--- src/rtl/atom_ps2_keyboard.sv ---
// PS/2 keyboard receiver and scan-code decoder that drives the Acorn ATOM 10x6 key matrix
// onto 8255 PPI Port B and Port C bit 6.
module atom_ps2_keyboard #(
    parameter int FILTER_LEN     = 4,
    parameter int TIMEOUT_CYCLES = 8192
) (
    input  logic       clk,
    input  logic       reset,
    input  logic       i_ps2_clk,
    input  logic       i_ps2_data,
    input  logic [3:0] i_row,
    output logic [7:0] o_port_b,
    output logic       o_rept_n,
    output logic       o_break_pulse,
    output logic       o_frame_err
);

    localparam int TW = $clog2(TIMEOUT_CYCLES);

    typedef enum logic [1:0] {S_IDLE, S_DATA, S_PARITY, S_STOP} rx_state_t;
    typedef enum logic [2:0] {K_NONE, K_MATRIX, K_SHIFT, K_CTRL, K_REPT, K_BREAK} key_kind_t;

    logic [1:0]            r_clk_sync;
    logic [1:0]            r_data_sync;
    logic [FILTER_LEN-1:0] r_clk_hist;
    logic                  r_clk_filt;
    logic                  r_fall;
    logic                  w_data;

    assign w_data = r_data_sync[1];

    // The filtered clock only moves once the whole history window agrees.
    always_ff @(posedge clk or posedge reset) begin
        if (reset) begin
            r_clk_sync  <= 2'b11;
            r_data_sync <= 2'b11;
            r_clk_hist  <= '1;
            r_clk_filt  <= 1'b1;
            r_fall      <= 1'b0;
        end else begin
            r_clk_sync  <= {r_clk_sync[0], i_ps2_clk};
            r_data_sync <= {r_data_sync[0], i_ps2_data};
            r_clk_hist  <= {r_clk_hist[FILTER_LEN-2:0], r_clk_sync[1]};
            r_fall      <= 1'b0;
            if (&r_clk_hist) begin
                r_clk_filt <= 1'b1;
            end else if (~|r_clk_hist) begin
                r_clk_filt <= 1'b0;
                r_fall     <= r_clk_filt;
            end
        end
    end

    rx_state_t     r_state;
    logic [2:0]    r_bit_cnt;
    logic [7:0]    r_rx_byte;
    logic          r_parity_ok;
    logic [TW-1:0] r_timeout;
    logic          r_byte_valid;
    logic          r_frame_err;

    always_ff @(posedge clk or posedge reset) begin
        if (reset) begin
            r_state      <= S_IDLE;
            r_bit_cnt    <= '0;
            r_rx_byte    <= '0;
            r_parity_ok  <= 1'b0;
            r_timeout    <= '0;
            r_byte_valid <= 1'b0;
            r_frame_err  <= 1'b0;
        end else begin
            r_byte_valid <= 1'b0;
            r_frame_err  <= 1'b0;
            if (r_fall) begin
                r_timeout <= '0;
                case (r_state)
                    S_IDLE: begin
                        if (!w_data) begin
                            r_state   <= S_DATA;
                            r_bit_cnt <= '0;
                        end
                    end
                    S_DATA: begin
                        r_rx_byte <= {w_data, r_rx_byte[7:1]};
                        r_bit_cnt <= r_bit_cnt + 3'd1;
                        if (r_bit_cnt == 3'd7) r_state <= S_PARITY;
                    end
                    S_PARITY: begin
                        r_parity_ok <= ^{r_rx_byte, w_data};
                        r_state     <= S_STOP;
                    end
                    default: begin
                        if (w_data && r_parity_ok) r_byte_valid <= 1'b1;
                        else                       r_frame_err  <= 1'b1;
                        r_state <= S_IDLE;
                    end
                endcase
            end else if (r_state != S_IDLE) begin
                // A stalled frame is dropped so the next start bit resynchronises.
                if (r_timeout == TW'(TIMEOUT_CYCLES - 1)) begin
                    r_state     <= S_IDLE;
                    r_frame_err <= 1'b1;
                    r_timeout   <= '0;
                end else begin
                    r_timeout <= r_timeout + 1'b1;
                end
            end else begin
                r_timeout <= '0;
            end
        end
    end

    logic      r_ext;
    key_kind_t w_kind;
    logic [3:0] w_row;
    logic [2:0] w_col;

    always_comb begin
        w_kind = K_NONE;
        w_row  = 4'd0;
        w_col  = 3'd0;
        if (r_ext) begin
            if (r_rx_byte == 8'h5A) begin
                w_kind = K_MATRIX; w_row = 4'd6; w_col = 3'd1;
            end
        end else begin
            case (r_rx_byte)
                8'h1C: begin w_kind = K_MATRIX; w_row = 4'd3; w_col = 3'd5; end
                8'h32: begin w_kind = K_MATRIX; w_row = 4'd2; w_col = 3'd5; end
                8'h29: begin w_kind = K_MATRIX; w_row = 4'd9; w_col = 3'd0; end
                8'h5A: begin w_kind = K_MATRIX; w_row = 4'd6; w_col = 3'd1; end
                8'h66: begin w_kind = K_MATRIX; w_row = 4'd4; w_col = 3'd1; end
                8'h16: begin w_kind = K_MATRIX; w_row = 4'd6; w_col = 3'd3; end
                8'h12, 8'h59: w_kind = K_SHIFT;
                8'h14: w_kind = K_CTRL;
                8'h11: w_kind = K_REPT;
                8'h07: w_kind = K_BREAK;
                default: w_kind = K_NONE;
            endcase
        end
    end

    logic            r_rel;
    logic [9:0][5:0] r_matrix;
    logic            r_shift_mod;
    logic            r_ctrl;
    logic            r_rept;
    logic            r_break;

    always_ff @(posedge clk or posedge reset) begin
        if (reset) begin
            // NOTE: the key matrix is a small register file, cleared by reset so no key reads as held.
            r_matrix    <= '0;
            r_ext       <= 1'b0;
            r_rel       <= 1'b0;
            r_shift_mod <= 1'b0;
            r_ctrl      <= 1'b0;
            r_rept      <= 1'b0;
            r_break     <= 1'b0;
        end else begin
            r_break <= 1'b0;
            if (r_frame_err) begin
                r_ext <= 1'b0;
                r_rel <= 1'b0;
            end else if (r_byte_valid) begin
                if (r_rx_byte == 8'hE0) begin
                    r_ext <= 1'b1;
                end else if (r_rx_byte == 8'hF0) begin
                    r_rel <= 1'b1;
                end else begin
                    r_ext <= 1'b0;
                    r_rel <= 1'b0;
                    case (w_kind)
                        K_MATRIX: r_matrix[w_row][w_col] <= !r_rel;
                        K_SHIFT:  r_shift_mod <= !r_rel;
                        K_CTRL:   r_ctrl      <= !r_rel;
                        K_REPT:   r_rept      <= !r_rel;
                        K_BREAK:  r_break     <= !r_rel;
                        default:  ;
                    endcase
                end
            end
        end
    end

    logic [5:0] w_cols;

    always_comb begin
        w_cols = 6'h3F;
        if (i_row < 4'd10) w_cols = ~r_matrix[i_row];
    end

    assign o_port_b      = {~r_shift_mod, ~r_ctrl, w_cols};
    assign o_rept_n      = ~r_rept;
    assign o_break_pulse = r_break;
    assign o_frame_err   = r_frame_err;

endmodule

--- config.mk ---
export PLATFORM = sky130hd
export DESIGN_NAME = atom_ps2_keyboard
export DESIGN_NICKNAME = d
export VERILOG_FILES = /design/src/rtl/atom_ps2_keyboard.sv
export SDC_FILE = /design/constraint.sdc
export NUM_CORES = 1
export LEC_CHECK = 0
export BUFFER_PORTS_ARGS = -buffer_cell sky130_fd_sc_hd__buf_2
export CAP_MARGIN = 30
export CORE_ASPECT_RATIO = 1.5
export CORE_MARGIN = 2
export CORE_UTILIZATION = 55
export DETAILED_ROUTE_END_ITERATION = 16
export PLACE_DENSITY = 0.81
export SYNTH_ARGS = -nofsm -noshare
export SYNTH_HDL_FRONTEND = slang
export SYNTH_SLANG_ARGS = --single-unit
--- constraint.sdc ---
create_clock -name clk -period 3 [get_ports clk]
set_input_delay 0.15 -clock clk [delete_from_list [all_inputs] [get_ports clk]]
set_output_delay 0.15 -clock clk [all_outputs]
set_load 0.02 [all_outputs]
# == Word level (Yosys, flattened, before mapping) ==
# Index checks and enable logic that the tools add are counted.
# word_totals
register_bits,105
input_bits,8
out_inout_bits,11
elab_cells,152
# classes
n_addsub,2
magnitude_cmp,6
eq_ne,28
muxes,52
bitwise_logic,7
n_reduce_logical,29
# ops
op,count
60-bit bitwise mux,1
"8-bit by 5-bit == test with 1-bit output, second input constant",5
13-bit two-way mux,3
1-bit two-way mux,27
6-bit binary-select mux with 4-bit select,1
6-bit demux with 4-bit select,1
"8-bit by 7-bit == test with 1-bit output, second input constant",3
4-bit one-hot mux with 5 select lines,1
5-bit AND reduction,4
6-bit two-way mux,3
"8-bit by 6-bit == test with 1-bit output, second input constant",2
"8-bit == test, second input constant",2
3-bit one-hot mux with 5 select lines,1
"13-bit by 1-bit adder with 13-bit output, second input constant",1
"13-bit == test, second input constant",1
3-bit two-way mux,4
"4-bit by 5-bit less-than comparator with 1-bit output, second input constant",2
2-bit two-way mux,5
2-bit nonzero test,5
"3-bit == test, second input constant",3
"3-bit != test, second input constant",3
3-bit one-hot mux with 3 select lines,1
9-bit XOR reduction,1
"8-bit by 3-bit == test with 1-bit output, second input constant",1
other kinds (26),43

# == Longest topological paths before layout ==
# Gate-level depths: netlist (run 1).
# logic_depth
depth_word,11
mapped_depth,7
depth_no_buf,7

# == Least setup slack after synthesis (run 1) ==
# No wires, ideal clock.
# synth_path
path_type,register -> register
from,register r_frame_err (netlist: o_frame_err)
to,register r_matrix[17] (netlist name)
setup_time_ns,0.137
arrival_ns,1.637
required_time_ns,2.863
path_slack_ns,1.226
path_stages_with_launch,7
n_path_buf,1
period_less_slack_ns,1.774
path_cell_list,dfrtp_1 > or3b_1 > a41oi_1 > and3_1 > buf_4 > nand4_1 > mux2i_1
# synth_between
elab_chain_cells,2
# synth_rtl
item,line,rtl
"start, declared",60,logic r_frame_err;
"start signal, assigned",70,r_frame_err <= 1'b0;
"start signal, assigned",73,r_frame_err <= 1'b0;
"start signal, assigned",94,else r_frame_err <= 1'b1;
1-bit NOT (no source line),-,
5-bit AND reduction (no source line),-,
"end signal, assigned by index",174,K_MATRIX: r_matrix[w_row][w_col] <= !r_rel;
"end, declared",144,logic [9:0][5:0] r_matrix;
# Every way passes these cells.
# A chain may end at the register's enable or synchronous reset.

# == Worst setup path after layout (run 1) ==
# Same ends and word-level chain as after synthesis.

==> results.md, run 1 <==
- Status: finished, final reports clean
- Ranking of synthesized cells by area: dfrtp_1 (53%), mux4_2 (6.0%), dfstp_2 (5.2%)
- Core area: 0.008008 mm^2
- CP Max Fanout: 7
- Post-layout util: around 60%
- Avg Vias per Cell: 5.478
- Final setup TNS: 0 ns
- Hold WC Path Type: reg2reg
- Clk_skew: 0.006972 ns
- Ys flop type: dfrtp_1
- Max Freq: 0.5073 GHz
- Std-Cell Rows: 40
- Post-Synthesis Net Count: roughly 400
- CTS Buffer Depth: 2
- Cell count after synthesis: 384
- Layout cells sized above 1: 21.37%
- Cell taking the most area after synthesis: dfrtp_1
- Critical Path Max Stage Delay: 0.40 ns
- Initial core utilization: a little under three fifths
- Hold WS: 0.3553 ns
- Fin crit period: 1.971 ns
- Crit path DAT: 2.18 ns
- Power share of the combinational group: 3.2%
- Clk network pwr share: 41.6%
- YS warnings: 0
- Placed wire-length estimate: between 4000 and 5000 um
- Seq/Total Area, Yosys: 58.47%
- Die height: 114.9 um
- Root Driver: clkbuf_16
- Final #Nets: about 360
- Max cap viols: 0
- Vias in the first global route: 2613
- WS Path Type: reg2reg
- Pint: roughly 2 mW
- Die X: ~80 um
- EDFF count, synth: 0
- Pwr dens: approximately 540 mW/mm^2
- Drt drc: 0
- Sink Count: about 110
- Post-CTS sizing: 0
- RSZ-0062 raised after global routing: no
- Remaining antenna violation count: 0
- Worst vdd ir: just over 300 uV
- Worst Path Required: 3.21 ns
- Total CTS buffers: 9
- Count leader, synth: dfrtp_1
- Vias: 2498
- CTS tree: built
- Unique masters post-synth: 45
- Worst path cell trace: or3b_1, a41oi_1, and3_1, nand4_1, mux2i_1
- CP startpoint kind: flop
- Routed WL: 7028 um
- Slew headroom: 53.84%
- First-pass GRT wire length: between 10000 and 15000 um
- First-pass iteration count of the detailed router: 4
- Crit. End Element: flop
- Slowest cell on crit path: dfrtp_1
- Drt wl/cell: 15.41 um
- Setup bufs post-CTS: 0
- Iter 0 DRT Violations: 100
- Final Hold Fails: 0
- Port Buffers: 18
- Async set-reset flop share out of synthesis: 100.0%
- Clock insertion delay at the later pin of the skew report: around 0.34 ns
- Reg power frac: 55.2%
- Synth top cells by count: dfrtp_1 (96), clkbuf_1 (62), nor2_1 (24)
- H-tree depth: 3
- Synthesis-to-finish area growth: 6.155%
- IO Pins: 19
- Post-synth top area share: 53.23%
- Total gr overflow: 0
- Gr usage total: 17.18%
- Cell Area, Synth: 0.004513 mm^2
- Sw Pwr: 0.5532 mW
- Gp weighted congestion: 0.8307
- Sw Share: between 20% and 30%
- Final setup vio count: 0
- Largest net degree at the start of global routing: 59
- Die area: between 0.008 and 0.009 mm^2
- # diodes: 0
- #FFs+latches synth: 105
- Worst-path clk slew: 0.07 ns
- Worst-margin pin slew: 0.6924 ns
- Pleak: between 2 and 2.5 nW
- Final-report max-slew violation count: 0
- Cts hold-fix bufs: 3
- Antenna violations before repair: 0
- Tcrit/Tclk final: 65.70%
- Syn_area_per_cell: 11.75 um^2
-- routing by layer --
| metal | vias up | part of all wire, % | track usage [%] |
|---|---|---|---|
| li1 | 1207 | - | - |
| met1 | 1243 | 44 | 21.15 |
| met2 | 37 | 51 | 28.91 |
| met3 | 11 | 2.9 | 3.925 |
| met4 | 0 | 1.9 | 8.070 |
| met5 | - | 0 | 0 |
-- power by group through the flow --
| stage | Combinational, mW | Clock [mW] | Sequential [mW] |
|---|---|---|---|
| floorplan | 0.0582 | 0 | 1.46 |
| global placement | 0.0802 | 0 | 1.46 |
| detailed placement | 0.0817 | 0 | 1.46 |
| CTS | 0.0853 | 1.11 | 1.43 |
| global route | 0.0929 | 1.18 | 1.43 |
| finish | 0.0821 | 1.08 | 1.43 |
-- cell families after synthesis --
group,count (synthesis),synth area share (%)
flops,105,58.47
buf+inv,85,7.347
fa+ha+maj,7,1.941
compound gates,37,5.656
mux,33,11.03
xor+xnor,20,3.881
simple gates,97,11.67
-- registers in the layout (all words and copies together), names as in the netlist, 2 cells and up --
name,cells
r_matrix,60
r_timeout,13
r_rx_byte,8
r_clk_hist,4
r_bit_cnt,3
r_clk_sync,2
r_data_sync,2
r_state,2
-- critical path: cells and delay by family, from the launching register on --
| kind | cells | cell delay (ns) |
|---|---|---|
| AND/OR/NAND/NOR | 3 | 0.94 |
| flip-flops | 1 | 0.40 |
| AO/OA/AOI/OAI | 1 | 0.35 |
| multiplexers | 1 | 0.16 |
-- placed cells by master (no fill, tap or decap), drive strengths merged, types with 2 or more instances in the layout --
master	n
mux4	12
nor4b	2
buf	19
a21oi	6
nand2	21
nor2b	3
clkbuf	10
mux2	14
a221oi	6
nand4	7
and3	3
ha	7
a31oi	3
dfstp	9
nand2b	2
dfrtp	96
xnor2	12
nand3	13
inv	14
mux2i	7
and4bb	3
nor3b	5
nor3	4
o211ai	2
o21ai	8
dlygate4sd3	3
a22o	2
a41oi	3
nor4bb	2
xor2	8
clkinv	5
a21o	6
nor2	24
-- final timing paths --
check,start,to,slack (ns),cells past startpoint
worst max register to register,o_frame_err,r_matrix[17],1.03,5
max in group asynchronous,reset,r_matrix[50],1.83,4
min in group asynchronous,reset,r_timeout[7],0.48,3
worst min-delay path,r_clk_sync[0],r_clk_sync[1],0.36,0
worst min register to register,r_clk_sync[0],r_clk_sync[1],0.36,0
worst max-delay path,o_frame_err,r_matrix[17],1.03,5
-- layout make-up --
| class | count | area (um^2) |
|---|---|---|
| Clock buffer | 10 | 239.0 |
| Clock inverter | 6 | 43.79 |
| Fill cell | 612 | 3217 |
| Inverter | 14 | 55.05 |
| Multi-Input combinational cell | 194 | 1543 |
| Sequential cell | 105 | 2639 |
| Tap cell | 105 | 131.4 |
| Timing Repair Buffer | 22 | 140.1 |
-- metrics by stage --
stage	instance area, um^2	instances	setup slack, ns	power, mW
global route	4791	456	0.7874	2.700
CTS	4791	456	0.9925	2.626
detailed placement	4478	437	1.007	1.540
floorplan	4513	384	0.1044	1.515
finish	4791	456	1.029	2.593
global placement	4478	437	1.079	1.538
No activity file was read; power rests on OpenSTA's default activity.
==> run 2, diff against run 1 <==
- clock period: 3 -> 1.7 ns (I/O delays scaled with it)
==> results.md, run 2 (synthesized netlist as in run 1, its figures left out) <==
- Pint: 3.858 mW (+89%)
- Final setup TNS: -0.7211 ns (-0.7211 ns)
- # diodes: 0 (unchanged)
- Placed wire-length estimate: 5335 um (+11%)
- Clock insertion delay at the later pin of the skew report: 0.34 ns (about the same)
- Gr usage total: 19.29% (+2.1 points)
- Status: finished, violations left
- Slew headroom: 54.00% (+0.15 points)
- Drt drc: 0 (unchanged)
- Max cap viols: 0 (unchanged)
- Final WS setup: -0.1341 ns (-1.163 ns)
- Sw Pwr: 0.9734 mW (+76%)
- Vias: 2653 (+6.2%)
- IO Pins: 19 (unchanged)
- Pwr dens: 916.7 mW/mm^2 (+69%)
- CTS tree: built
- Antenna violations before repair: 0 (unchanged)
- Failing checks: negative setup slack
- Final-report max-slew violation count: 0 (unchanged)
- Die X: 77.96 um (unchanged)
- Clk network pwr share: 43.9% (+2.3 points)
- Fin crit period: 1.834 ns
- Avg Vias per Cell: 5.414 (-1.2%)
- Tcrit/Tclk final: 107.9%
- Reg power frac: 52.3% (-2.9 points)
- Max FFs per register: 60 (unchanged)
- Power consumption: 4.831 mW (+86%)
- Design Area, Final: 0.005270 mm^2 (+10%)
- First-pass GRT wire length: 13400 um (+10%)
- Initial core utilization: 56.36% (unchanged)
- Placed Area: 0.004716 mm^2 (+5.3%)
- Port Buffers: 18 (unchanged)
- RSZ-0062 raised after global routing: yes
- Max Freq: 0.5452 GHz
- Layout cells sized above 1: 34.29% (+13 points)
- Worst-path clk slew: 0.07 ns (about the same)
- Vias in the first global route: 2859 (+9.4%)
- Most frequent cells in the layout: dfrtp_1 (89), buf_4 (31), nor2_1 (23)
- Post-layout util: 65.81% (+6.0 points)
- WS Path Type: reg2out
- Final setup vio count: 8 (+8)
- Total gr overflow: 0 (unchanged)
- CP Max Fanout: 2 (-5)
- CTS Buffer Depth: 2 (unchanged)
- Clk_skew: 0.003501 ns (-0.003471 ns)
- Fillers: 570 (-6.9%)
- Drt wl/cell: 16.26 um (+5.5%)
- CP startpoint kind: flop
- Final #Nets: 395 (+9.4%)
- Largest net degree at the start of global routing: 53 (-10%)
- Worst-margin pin slew: 0.6875 ns (-0.004855 ns)
- Biggest register: r_matrix
- Largest regs: r_matrix x60, r_timeout x13, r_rx_byte x8
- Crit path DAT: 1.75 ns (-0.43 ns)
- Die area: 0.008961 mm^2 (unchanged)
- Gp weighted congestion: 0.9127 (+9.9%)
- Commonest non-fill, non-tap cell in the layout: dfrtp_1
- Pleak: 2.477 nW (+11%)
- Remaining antenna violation count: 0 (unchanged)
- Power share of the combinational group: 3.7% (+0.5 points)
- Iter 0 DRT Violations: 163 (+63%)
- Die height: 114.9 um (unchanged)
- Sw Share: 20.15% (-1.2 points)
- Routed WL: 7967 um (+13%)
- Worst vdd ir: 586.1 uV (+94%)
- Crit. End Element: output port
- Std-Cell Rows: 40 (unchanged)
- Total CTS buffers: 9 (unchanged)
- Sink Count: 105 (unchanged)
- Core area: 0.008008 mm^2 (unchanged)
- Synthesis-to-finish area growth: 16.77%
- H-tree depth: 3 (unchanged)
- Final Hold Fails: 0 (unchanged)
- Root Driver: clkbuf_16
- Worst Path Required: 1.62 ns (-1.59 ns)
- Hold WC Path Type: in2async
- First-pass iteration count of the detailed router: 4 (unchanged)
[run 2: cell count changes in the layout (fill, tap and decap cells not counted), moves of 6 or more]
cell	change
buf_4	+31
buf_6	+7
a221oi_1	-6
dfrtp_2	+7
buf_2	-6
a221oi_2	+6
dfrtp_1	-7
[run 2: layout make-up]
| type | instances | area, um^2 | area share [%] |
|---|---|---|---|
| sequential | 105 | 2648 | 50.24 |
| timing repair buffer | 56 | 461.7 | 8.761 |
| multi-input combinational | 194 | 1655 | 31.41 |
| clock buffer | 13 | 270.3 | 5.128 |
| inverter | 14 | 56.30 | 1.068 |
| tap | 105 | 131.4 | 2.493 |
| clock inverter | 3 | 47.55 | 0.9022 |
[run 2: power by group through the flow]
stage	sequential [mW]	combinational, mW	clock (mW)
2_1_floorplan	2.57	0.103	0
3_3_place_gp	2.57	0.158	0
3_5_place_dp	2.57	0.162	0
4_1_cts	2.53	0.181	2.19
5_1_grt	2.53	0.203	2.28
6_report	2.53	0.181	2.12
[run 2: timing repair]
action,4_1_cts,5_1_grt
resized for setup,15,24
endpoints found under the setup margin,12,24
pin swaps,4,5
hold endpoints to repair,17,0
buffers inserted,2,5
hold buffers,3,0
[run 2: final timing paths]
kind                           startpoint             end  slack, ns  cells past startpoint
max reg2reg                  r_rx_byte[6]          r_ctrl      -0.07                      6
max in group asynchronous           reset   r_clk_hist[3]       0.76                      4
min in group clk           r_data_sync[0]  r_data_sync[1]       0.36                      0
min                                 reset     r_shift_mod       0.35                      3
min reg2reg                r_data_sync[0]  r_data_sync[1]       0.36                      0
max                          r_matrix[18]     o_port_b[0]      -0.13                      4
[run 2: worst max-delay path: stages, from the launching register on]
cell and delay (ns):
dfrtp_1 0.37, mux4_2 0.47, a221oi_2 0.30, a21o_1 0.15
buf_6 0.12
[run 2: layer usage]
layer | GRT usage (%) | up-vias | wire length, um
li1 | - | 1270 | -
met1 | 22.43 | 1315 | 3189
met2 | 34.08 | 45 | 4336
met3 | 4.160 | 23 | 208
met4 | 9.006 | 0 | 233
met5 | 0 | - | 0
[run 2: per-stage QoR]
step                      hold WS, ns  cells  setup WS [ns]
after floorplan               0.08948    384        0.01272
after global routing           0.3623    490        -0.2104
after CTS                      0.3221    485        -0.1624
after global placement         0.1212    464        0.04422
after detailed placement       0.1315    464       -0.03837
final                          0.3455    490        -0.1341
==> run 3, diff against run 2 <==
- CORE_UTILIZATION: 55 -> 61
- PLACE_DENSITY: 0.81 -> 0.85
- clock period: 1.7 -> 2.05 ns (I/O delays scaled with it)
==> results.md, run 3 (synthesized netlist as in run 1, its figures left out) <==
- Final setup TNS: 0 ns (+0.7211 ns)
- Max FFs per register: 60 (unchanged)
- Clock insertion delay at the later pin of the skew report: 0.37 ns (+0.03 ns)
- Power consumption: 3.365 mW (-30%)
- Clk network pwr share: 33.9% (-10 points)
- Slew headroom: 64.66% (+11 points)
- Worst Setup SP: r_matrix[23]
- Clk_skew: 0.008195 ns (+0.004694 ns)
- Max cap viols: 0 (unchanged)
- GRT met3 Usage: 3.941% (-0.22 points)
- Core area: 0.007227 mm^2 (-9.8%)
- Pint: 2.579 mW (-33%)
- Met1 Resource Use GR: 24.84% (+2.4 points)
- Pwr dens: 707.7 mW/mm^2 (-23%)
- Die height: 109.3 um (-4.9%)
- Worst-path clk slew: 0.10 ns (+0.03 ns)
- # diodes: 0 (unchanged)
- Iter 0 DRT Violations: 187 (+15%)
- Gp weighted congestion: 0.8202 (-10%)
- Initial core utilization: 62.45% (+6.1 points)
- Max Freq: 0.5118 GHz
- WS Path Type: reg2out
- Most frequent cells in the layout: dfrtp_1 (95), nor2_1 (24), nand2_1 (21)
- Total gr overflow: 0 (unchanged)
- Synthesis-to-finish area growth: 5.351%
- Reg2Reg Depth: 5 (-1)
- Status: finished, final reports clean
- Port Buffers: 18 (unchanged)
- Commonest non-fill, non-tap cell in the layout: dfrtp_1
- Gr usage total: 20.41% (+1.1 points)
- R2R Path Start: o_frame_err
- Avg Vias per Cell: 5.610 (+3.6%)
- Routed WL: 7307 um (-8.3%)
- Crit. End Element: output port
- First-pass iteration count of the detailed router: 4 (unchanged)
- Fillers: 523 (-8.2%)
- Pleak: 2.226 nW (-10%)
- Placed Area: 0.004533 mm^2 (-3.9%)
- Vias: 2575 (-2.9%)
- Root Driver: clkbuf_8
- Final #Nets: 369 (-6.6%)
- Worst Path Required: 1.95 ns (+0.33 ns)
- Crit path DAT: 1.85 ns (+0.10 ns)
- First-pass GRT wire length: 12410 um (-7.4%)
- Drt wl/cell: 15.92 um (-2.1%)
- Power share of the combinational group: 3.9% (+0.2 points)
- CP Max Fanout: 2 (unchanged)
- Largest regs: r_matrix x60, r_timeout x13, r_rx_byte x8
- Design Area, Final: 0.004755 mm^2 (-9.8%)
- Layout cells sized above 1: 23.96% (-10 points)
- Final Hold Fails: 0 (unchanged)
- Largest net degree at the start of global routing: 89 (+68%)
- Fin crit period: a little under 2 ns
- Reg power frac: 62.2% (+9.9 points)
- Die X: 74.23 um (-4.8%)
- Final setup vio count: 0 (-8)
- CTS tree: built
- Hold WC Path Type: in2async
- Antenna violations before repair: 0 (unchanged)
- M2 GR Usage: 33.93% (-0.15 points)
- Tcrit/Tclk final: 95.32%
- Flop-to-flop setup slack: 0.12 ns (+0.19 ns)
- Sw Share: 23.36% (+3.2 points)
- Std-Cell Rows: 38 (-5.0%)
- RSZ-0062 raised after global routing: no
- Placed wire-length estimate: 5077 um (-4.8%)
- H-tree depth: 3 (unchanged)
- Vias in the first global route: 2703 (-5.5%)
- Drt drc: 0 (unchanged)
- Reg-to-reg critical path endpoint: r_matrix[17]
- Worst vdd ir: 386.0 uV (-34%)
- Die area: 0.008117 mm^2 (-9.4%)
- Biggest register: r_matrix
- CTS Buffer Depth: 2 (unchanged)
- Sink Count: 105 (unchanged)
- Final-report max-slew violation count: 0 (unchanged)
- Post-layout util: 65.79% (about the same)
- Gr busiest metal: met2
- Sw Pwr: 0.7860 mW (-19%)
- Worst-margin pin slew: 0.5281 ns (-0.1594 ns)
- IO Pins: 19 (unchanged)
- Total CTS buffers: 9 (unchanged)
- Remaining antenna violation count: 0 (unchanged)
- CP startpoint kind: flop
run 3: timing repair:
action	CTS	global route
resized for setup	0	4
buffers inserted	0	0
endpoints found under the setup margin	0	14
endpoints found under the hold margin	17	0
hold buffers	3	0
run 3: power by group through the flow:
stage / clock [mW] / combinational (mW) / sequential [mW]
after CTS: 1.17 / 0.133 / 2.09
after floorplan: 0 / 0.0857 / 2.13
after detailed placement: 0 / 0.128 / 2.13
after global placement: 0 / 0.123 / 2.13
final: 1.14 / 0.130 / 2.09
after global routing: 1.25 / 0.147 / 2.10
run 3: worst max path at each step:
stage                    to  depth (start not counted)
6_report        o_port_b[5]                          4
5_1_grt        r_matrix[17]                          5
4_1_cts         o_port_b[5]                          4
3_5_place_dp   r_timeout[9]                          6
3_3_place_gp         r_ctrl                          5
2_1_floorplan  r_matrix[17]                          6
run 3: layer usage:
layer,part of all wire [%],vias up
li1,-,1216
met1,41,1301
met3,3.1,16
met5,0,-
met2,53,42
met4,2.8,0
run 3: worst max-delay path, cell delays in order (launching register included):
cell and delay, ns:
dfrtp_1 0.39, mux4_2 0.48, a221oi_2 0.33, a21o_1 0.12, buf_2 0.16
run 3: metrics by stage:
| stage | hold slack [ns] | cells | setup WS [ns] |
|---|---|---|---|
| CTS | 0.2780 | 459 | 0.02262 |
| global route | 0.3322 | 459 | 0.005123 |
| detailed placement | 0.1300 | 440 | 0.06688 |
| floorplan | 0.1070 | 384 | 0.2759 |
| finish | 0.2845 | 459 | 0.09602 |
| global placement | 0.1177 | 440 | 0.1784 |
run 3: area by class of cell:
cell class	instances	area, um^2	share of cell area [%]
sequential	105	2640	55.53
multi-input combinational	194	1562	32.84
timing repair buffer	30	200.2	4.211
clock buffer	10	127.6	2.684
tap	100	125.1	2.632
inverter	14	56.30	1.184
clock inverter	6	43.79	0.9211
